## src/rtl/muldiv_sequencer.sv

```systemverilog
// rtl/muldiv_sequencer.sv - multi-cycle RV64M MUL/DIV/REM sequencer sharing one shift engine
//
// Purpose:
//   One shift-add / restoring-subtract engine serves MUL, DIV, DIVU, REM, REMU
//   and their W forms. Divide-by-zero, signed overflow and illegal opcodes
//   finish in one cycle. Everything else iterates one bit per cycle: 64
//   iterations for full-width ops and 32 for W forms.
//
// Ports:
//   clk        in   clock, all state updates on the rising edge
//   reset      in   synchronous, active-high
//   flush      in   abort any op in flight; result is left untouched
//   in_valid   in   request present
//   in_ready   out  engine idle and able to accept
//   op         in   0 MUL,1 DIV,2 DIVU,3 REM,4 REMU,5 MULW,6 DIVW,7 DIVUW,8 REMW,9 REMUW
//   src1       in   multiplicand / dividend
//   src2       in   multiplier / divisor
//   out_valid  out  result held valid until out_ready
//   out_ready  in   consumer takes result
//   result     out  final value, stable while out_valid

module muldiv_sequencer #(
  parameter int XLEN = 64
) (
  input  logic            clk,
  input  logic            reset,
  input  logic            flush,
  input  logic            in_valid,
  output logic            in_ready,
  input  logic [3:0]      op,
  input  logic [XLEN-1:0] src1,
  input  logic [XLEN-1:0] src2,
  output logic            out_valid,
  input  logic            out_ready,
  output logic [XLEN-1:0] result
);

  localparam int HALF = XLEN / 2;
  localparam int CW   = $clog2(XLEN);

  localparam logic [CW-1:0] CNT_FULL = CW'(XLEN - 1);
  localparam logic [CW-1:0] CNT_HALF = CW'(HALF - 1);

  localparam logic [3:0] OP_MUL   = 4'd0;
  localparam logic [3:0] OP_DIV   = 4'd1;
  localparam logic [3:0] OP_DIVU  = 4'd2;
  localparam logic [3:0] OP_REM   = 4'd3;
  localparam logic [3:0] OP_REMU  = 4'd4;
  localparam logic [3:0] OP_MULW  = 4'd5;
  localparam logic [3:0] OP_DIVW  = 4'd6;
  localparam logic [3:0] OP_DIVUW = 4'd7;
  localparam logic [3:0] OP_REMW  = 4'd8;
  localparam logic [3:0] OP_REMUW = 4'd9;

  typedef enum logic [1:0] {
    IDLE = 2'd0,
    BUSY = 2'd1,
    DONE = 2'd2
  } state_t;

  state_t state, state_next;

  // Engine registers are shared between the two algorithms.
  //   MUL: opa = shifting multiplicand, opb = shifting multiplier, acc = product
  //   DIV: opa = divisor magnitude, opb = dividend shifting into quotient, acc = remainder
  logic [XLEN-1:0] opa, opb, acc;
  logic [CW-1:0]   counter;
  logic            mul_q, rem_q, w_q, neg_quot_q, neg_rem_q;

  // Narrow results are always sign-extended from bit 31, unsigned forms included.
  function automatic logic [XLEN-1:0] wfix(input logic w, input logic [XLEN-1:0] x);
    return w ? {{HALF{x[HALF-1]}}, x[HALF-1:0]} : x;
  endfunction

  // ---------------------------------------------------------------------------
  // Request decode
  // ---------------------------------------------------------------------------
  logic in_legal, in_w, in_mul, in_rem, in_signed, in_zext;

  always_comb begin
    in_legal  = 1'b1;
    in_w      = 1'b0;
    in_mul    = 1'b0;
    in_rem    = 1'b0;
    in_signed = 1'b0;
    in_zext   = 1'b0;
    case (op)
      OP_MUL:   in_mul = 1'b1;
      OP_DIV:   in_signed = 1'b1;
      OP_DIVU:  ;
      OP_REM:   begin in_rem = 1'b1; in_signed = 1'b1; end
      OP_REMU:  in_rem = 1'b1;
      OP_MULW:  begin in_w = 1'b1; in_mul = 1'b1; end
      OP_DIVW:  begin in_w = 1'b1; in_signed = 1'b1; end
      OP_DIVUW: begin in_w = 1'b1; in_zext = 1'b1; end
      OP_REMW:  begin in_w = 1'b1; in_rem = 1'b1; in_signed = 1'b1; end
      OP_REMUW: begin in_w = 1'b1; in_rem = 1'b1; in_zext = 1'b1; end
      default:  in_legal = 1'b0;
    endcase
  end

  // Operands at the operating width: W forms keep only the low half and extend
  // it according to signedness (MULW extension does not affect the low product).
  logic [XLEN-1:0] ext1, ext2, min_val, mag1, mag2;
  logic            div_zero, div_ovf, fast;
  logic [XLEN-1:0] fast_result;

  always_comb begin
    if (in_zext) begin
      ext1 = {{HALF{1'b0}}, src1[HALF-1:0]};
      ext2 = {{HALF{1'b0}}, src2[HALF-1:0]};
    end else if (in_w) begin
      ext1 = {{HALF{src1[HALF-1]}}, src1[HALF-1:0]};
      ext2 = {{HALF{src2[HALF-1]}}, src2[HALF-1:0]};
    end else begin
      ext1 = src1;
      ext2 = src2;
    end

    // Most negative value at the operating width, already sign-extended.
    min_val = in_w ? {{(HALF+1){1'b1}}, {(HALF-1){1'b0}}}
                   : {1'b1, {(XLEN-1){1'b0}}};

    div_zero = (ext2 == '0);
    div_ovf  = in_signed && (ext1 == min_val) && (ext2 == '1);
    fast     = !in_legal || (!in_mul && (div_zero || div_ovf));

    if (!in_legal)
      fast_result = '0;
    else if (div_zero)
      fast_result = in_rem ? wfix(in_w, ext1) : '1;
    else if (in_rem)
      fast_result = '0;
    else
      fast_result = min_val;

    // Signed division works on magnitudes; -MIN wraps to MIN, which is the
    // correct unsigned magnitude.
    mag1 = (in_signed && ext1[XLEN-1]) ? (~ext1 + 1'b1) : ext1;
    mag2 = (in_signed && ext2[XLEN-1]) ? (~ext2 + 1'b1) : ext2;
  end

  // ---------------------------------------------------------------------------
  // One iteration of the shared engine
  // ---------------------------------------------------------------------------
  logic [XLEN-1:0] opa_n, opb_n, acc_n, final_result;
  logic [XLEN:0]   rem_shift, rem_trial;

  always_comb begin
    // The remainder can reach 2*divisor-1 after the shift, so one extra bit
    // keeps the compare correct for divisors above 2^(XLEN-1).
    rem_shift = {acc, opb[XLEN-1]};
    rem_trial = rem_shift - {1'b0, opa};

    if (mul_q) begin
      opa_n = opa << 1;
      opb_n = opb >> 1;
      acc_n = opb[0] ? (acc + opa) : acc;
    end else begin
      opa_n = opa;
      if (!rem_trial[XLEN]) begin
        acc_n = rem_trial[XLEN-1:0];
        opb_n = {opb[XLEN-2:0], 1'b1};
      end else begin
        acc_n = rem_shift[XLEN-1:0];
        opb_n = {opb[XLEN-2:0], 1'b0};
      end
    end

    if (mul_q)
      final_result = wfix(w_q, acc_n);
    else if (rem_q)
      final_result = wfix(w_q, neg_rem_q ? (~acc_n + 1'b1) : acc_n);
    else
      final_result = wfix(w_q, neg_quot_q ? (~opb_n + 1'b1) : opb_n);
  end

  // ---------------------------------------------------------------------------
  // FSM
  // ---------------------------------------------------------------------------
  always_ff @(posedge clk) begin
    if (reset)
      state <= IDLE;
    else
      state <= state_next;
  end

  always_comb begin
    state_next = state;
    in_ready   = 1'b0;
    out_valid  = 1'b0;
    case (state)
      IDLE: begin
        in_ready = 1'b1;
        if (in_valid)
          state_next = fast ? DONE : BUSY;
      end
      BUSY: begin
        if (counter == '0)
          state_next = DONE;
      end
      DONE: begin
        out_valid = 1'b1;
        if (out_ready)
          state_next = IDLE;
      end
      default: state_next = IDLE;
    endcase
    if (flush)
      state_next = IDLE;
  end

  // ---------------------------------------------------------------------------
  // Datapath
  // ---------------------------------------------------------------------------
  always_ff @(posedge clk) begin
    if (reset) begin
      opa        <= '0;
      opb        <= '0;
      acc        <= '0;
      counter    <= '0;
      result     <= '0;
      mul_q      <= 1'b0;
      rem_q      <= 1'b0;
      w_q        <= 1'b0;
      neg_quot_q <= 1'b0;
      neg_rem_q  <= 1'b0;
    end else if (!flush) begin
      case (state)
        IDLE: begin
          if (in_valid) begin
            mul_q      <= in_mul;
            rem_q      <= in_rem;
            w_q        <= in_w;
            neg_quot_q <= in_signed && (ext1[XLEN-1] ^ ext2[XLEN-1]);
            neg_rem_q  <= in_signed && ext1[XLEN-1];
            counter    <= in_w ? CNT_HALF : CNT_FULL;
            acc        <= '0;
            if (fast) begin
              result <= fast_result;
            end else if (in_mul) begin
              opa <= ext1;
              opb <= ext2;
            end else begin
              opa <= mag2;
              // W dividends start in the upper half so that 32 shifts
              // consume exactly their 32 bits.
              opb <= in_w ? (mag1 << HALF) : mag1;
            end
          end
        end
        BUSY: begin
          opa     <= opa_n;
          opb     <= opb_n;
          acc     <= acc_n;
          counter <= counter - 1'b1;
          if (counter == '0)
            result <= final_result;
        end
        default: ;
      endcase
    end
  end

endmodule

```

## config.mk

```make
export PLATFORM = sky130hd
export DESIGN_NAME = muldiv_sequencer
export DESIGN_NICKNAME = d
export VERILOG_FILES = /design/src/rtl/muldiv_sequencer.sv
export SDC_FILE = /design/constraint.sdc
export NUM_CORES = 2
export LEC_CHECK = 0
export ABC_AREA = 1
export CORE_UTILIZATION = 43
export CTS_BUF_LIST = sky130_fd_sc_hd__clkbuf_4
export CTS_CLUSTER_SIZE = 10
export DETAILED_ROUTE_END_ITERATION = 7
export PLACE_DENSITY = 0.61
export SLEW_MARGIN = 20
export SYNTH_ARGS = -nofsm -noshare
export SYNTH_HDL_FRONTEND = slang
export SYNTH_SLANG_ARGS = --single-unit
```

## constraint.sdc

```tcl
create_clock -name clk -period 10.5 [get_ports clk]
set_input_delay 3.15 -clock clk [delete_from_list [all_inputs] [get_ports clk]]
set_output_delay 3.15 -clock clk [all_outputs]
set_load 0.1 [all_outputs]
```

==> metrics <==
run status finished with violations; failing checks design-rule violations; dpl hpwl 162000 um; Final setup viols 0; ys flop type dfxtp_1; RSZ-0062 raised after global routing false; Total Neg Setup Slack 0 ns; IO Pins around 200; Cells after Synth slightly above 7k; Peak Freq between 0.1 and 0.15 GHz; vias in the first global route ~43k; max-slew violations 0; cts-stage hold buffer count 0; multi-input logic area around 0.027 mm2; share of the synthesized area in the top cell type between 20% and 30%; Syn. warnings 0; clock sinks 269; Max-slew headroom roughly 22%; Post-Place Cell Area slightly below 0.04 mm2; vias 48.3k; Crit Path Class primary input to flip-flop; Root Driver clkbuf_4; ANT nets after route 0; WP data required 11.26 ns; number of synthesized flops with an enable pin 0; Hold/Removal Path Class flip-flop to flip-flop; first-pass GRT wire length 283000 um; Fillers about 9.7k; worst vdd ir between 0.1 and 0.15 mV; PD cells about 120 mW/mm2; Layout Skew about 0.12 ns; fin cells between 8k and 9k; static leakage 21.0 nW; H-Tree Depth 3; Arr. time, crit path 8.64 ns; chip height approximately 300 um; final hold vios 0; async set-reset flop share out of synthesis 0%; worst-path cell with the longest stage delay buf_4; max incr delay on CP 0.72 ns; drt pass-1 iters 8; Routability Congestion ~1.1; max_cap viols 0; Starting Density a little over two fifths; cts repair resizes 0; Tmin final between 7 and 8 ns; Site Rows 107; clk slew on worst S/H paths around 0.060 ns; most common cell after layout, fill and taps aside nand2_1; area grow syn2layout 9.95%; Post-Synthesis Cell Area approximately 0.037 mm2; fin area 0.0407 mm2; DRT iter0 DRCs around 6.8k; setup bufs post-CTS 0; DP Cell Count approximately 8.2k; Layout Nets roughly 7.4k; grt total ovfl 0; most frequent cells in the layout nand2_1, inv_1, nor2_1; nature of the critical path endpoint flip-flop; drt drc 9; CTS buffer count 79; number of distinct library cells after synthesis 63; FF+latch count, synth 269; share of cells above drive strength 1 about 4.1%; flip-flop and latch area 0.00539 mm2; synthesized net count between 7k and 8k; proportion of synthesized chip area in sequential cells approximately 15%; CTS max path bufs 3; routed vias/inst around 5.8; Yosys top cell by area nand2_1; port buffer count 202; TritonCTS clock tree done; Final Cycle Share about three quarters; Worst Path Max Fanout around 90; initial antenna violation count 11; die width a little under 300 um; Die ar. 0.0872 mm2; Skew-Pair Late Insertion Delay between 0.9 and 1 ns; core area ~0.085 mm2; Post-Route Utilization a little under half; slew at the pin with the worst max-slew slack between 1 and 1.5 ns; total track usage 44.4%; total wire length around 200000 um; Worst Hold Margin approximately 0.45 ns; ranking of synthesized cells by area nand2_1, dfxtp_1, inv_1; element type at the critical path start primary input; CP most frequent cell nand2_1; largest net degree at the start of global routing 156; Mapped Avg Cell Area slightly above 5 um2; post-DR wirelength/cell 24.0 um
[cells in the mapped netlist (4+ instances only)]
| library cell | count |
|---|---|
| nor4_1 | 15 |
| inv_1 | 985 |
| buf_2 | 53 |
| a211oi_1 | 32 |
| nor2_1 | 783 |
| and2_1 | 5 |
| nand2_2 | 23 |
| nand2_4 | 6 |
| a21boi_0 | 4 |
| clkbuf_1 | 187 |
| buf_4 | 11 |
| o22ai_1 | 10 |
| nor3b_1 | 4 |
| xnor2_1 | 37 |
| o221ai_1 | 27 |
| o21bai_1 | 25 |
| a31oi_1 | 46 |
| o21ai_0 | 556 |
| nor2_2 | 17 |
| xor2_1 | 112 |
| a211oi_2 | 10 |
| nand3_1 | 427 |
| nor3_1 | 82 |
| nand3b_1 | 14 |
| or2_2 | 16 |
| o21a_1 | 6 |
| inv_2 | 15 |
| nand4_1 | 70 |
| o21ai_1 | 10 |
| buf_6 | 9 |
| ha_1 | 134 |
| nand2_1 | 2312 |
| clkinv_1 | 7 |
| o211ai_1 | 65 |
| a221oi_1 | 6 |
| dfxtp_1 | 269 |
| a22oi_1 | 5 |
| buf_1 | 34 |
| o21ai_2 | 6 |
| o31ai_1 | 10 |
| a21oi_1 | 630 |
[report_power, final]
group / switching (W) / internal [W] / leakage [nW]
combinational: 0.00200 / 0.000700 / 18.3
sequential: 0.0000861 / 0.00110 / 2.20
clock: 0.000552 / 0.000516 / 0.574
total: 0.00264 / 0.00231 / 21.0
[flip-flops by register name (all words and copies together), names as in the netlist, 2 cells and up]
register and cells:
acc 64, counter 6, opa 64, opb 64
result 64, state 2
[critical path: cells and delay by family]
| family | cells | cell delay (ns) |
|---|---|---|
| buffers and inverters | 8 | 2.81 |
| AND/OR/NAND/NOR | 13 | 1.56 |
| AO/OA/AOI/OAI | 4 | 1.05 |
[cell type report]
class	instances	area share (%)
clock buffer	105	1.94
antenna	8	0.0492
inverter	1007	9.34
clock inverter	31	0.477
tap	1144	3.52
multi-input combinational	5541	65.4
timing repair buffer	257	6.04
sequential	269	13.3
[stage by stage]
stage	setup WS [ns]	total power [W]
2_1_floorplan	4.62	0.00287
3_3_place_gp	2.11	0.00376
3_5_place_dp	1.94	0.00376
4_1_cts	2.81	0.00482
5_1_grt	2.20	0.00518
6_report	2.62	0.00495
[cell families after synthesis]
family	count (synthesis)	synth area share (%)
buf+inv	1301	13.7
simple gates	3789	41.7
fa+ha+maj	136	4.64
compound gates	1467	21.8
xor+xnor	149	3.53
flops	269	14.6
[per-layer routing]
metal,GRT usage [%],wire length [um],vias up,share of wire [%]
met4,25.2,12700,4,6.3
li1,-,-,23000,-
met2,63.8,81300,2749,41
met1,59.8,84200,22100,42
met3,11.0,22100,470,11
met5,0,28,-,0.014
[path summary, 6_finish.rpt]
kind	startpoint	to	slack (ns)	depth (start not counted)
hold / removal	counter[0]	counter[0]	0.45	1
setup reg to reg	opb[63]	result[62]	3.44	36
setup / recovery	op[1]	opb[55]	2.62	25
hold reg to reg	counter[0]	counter[0]	0.45	1
Note: power is estimated with default switching activity, not from simulation.
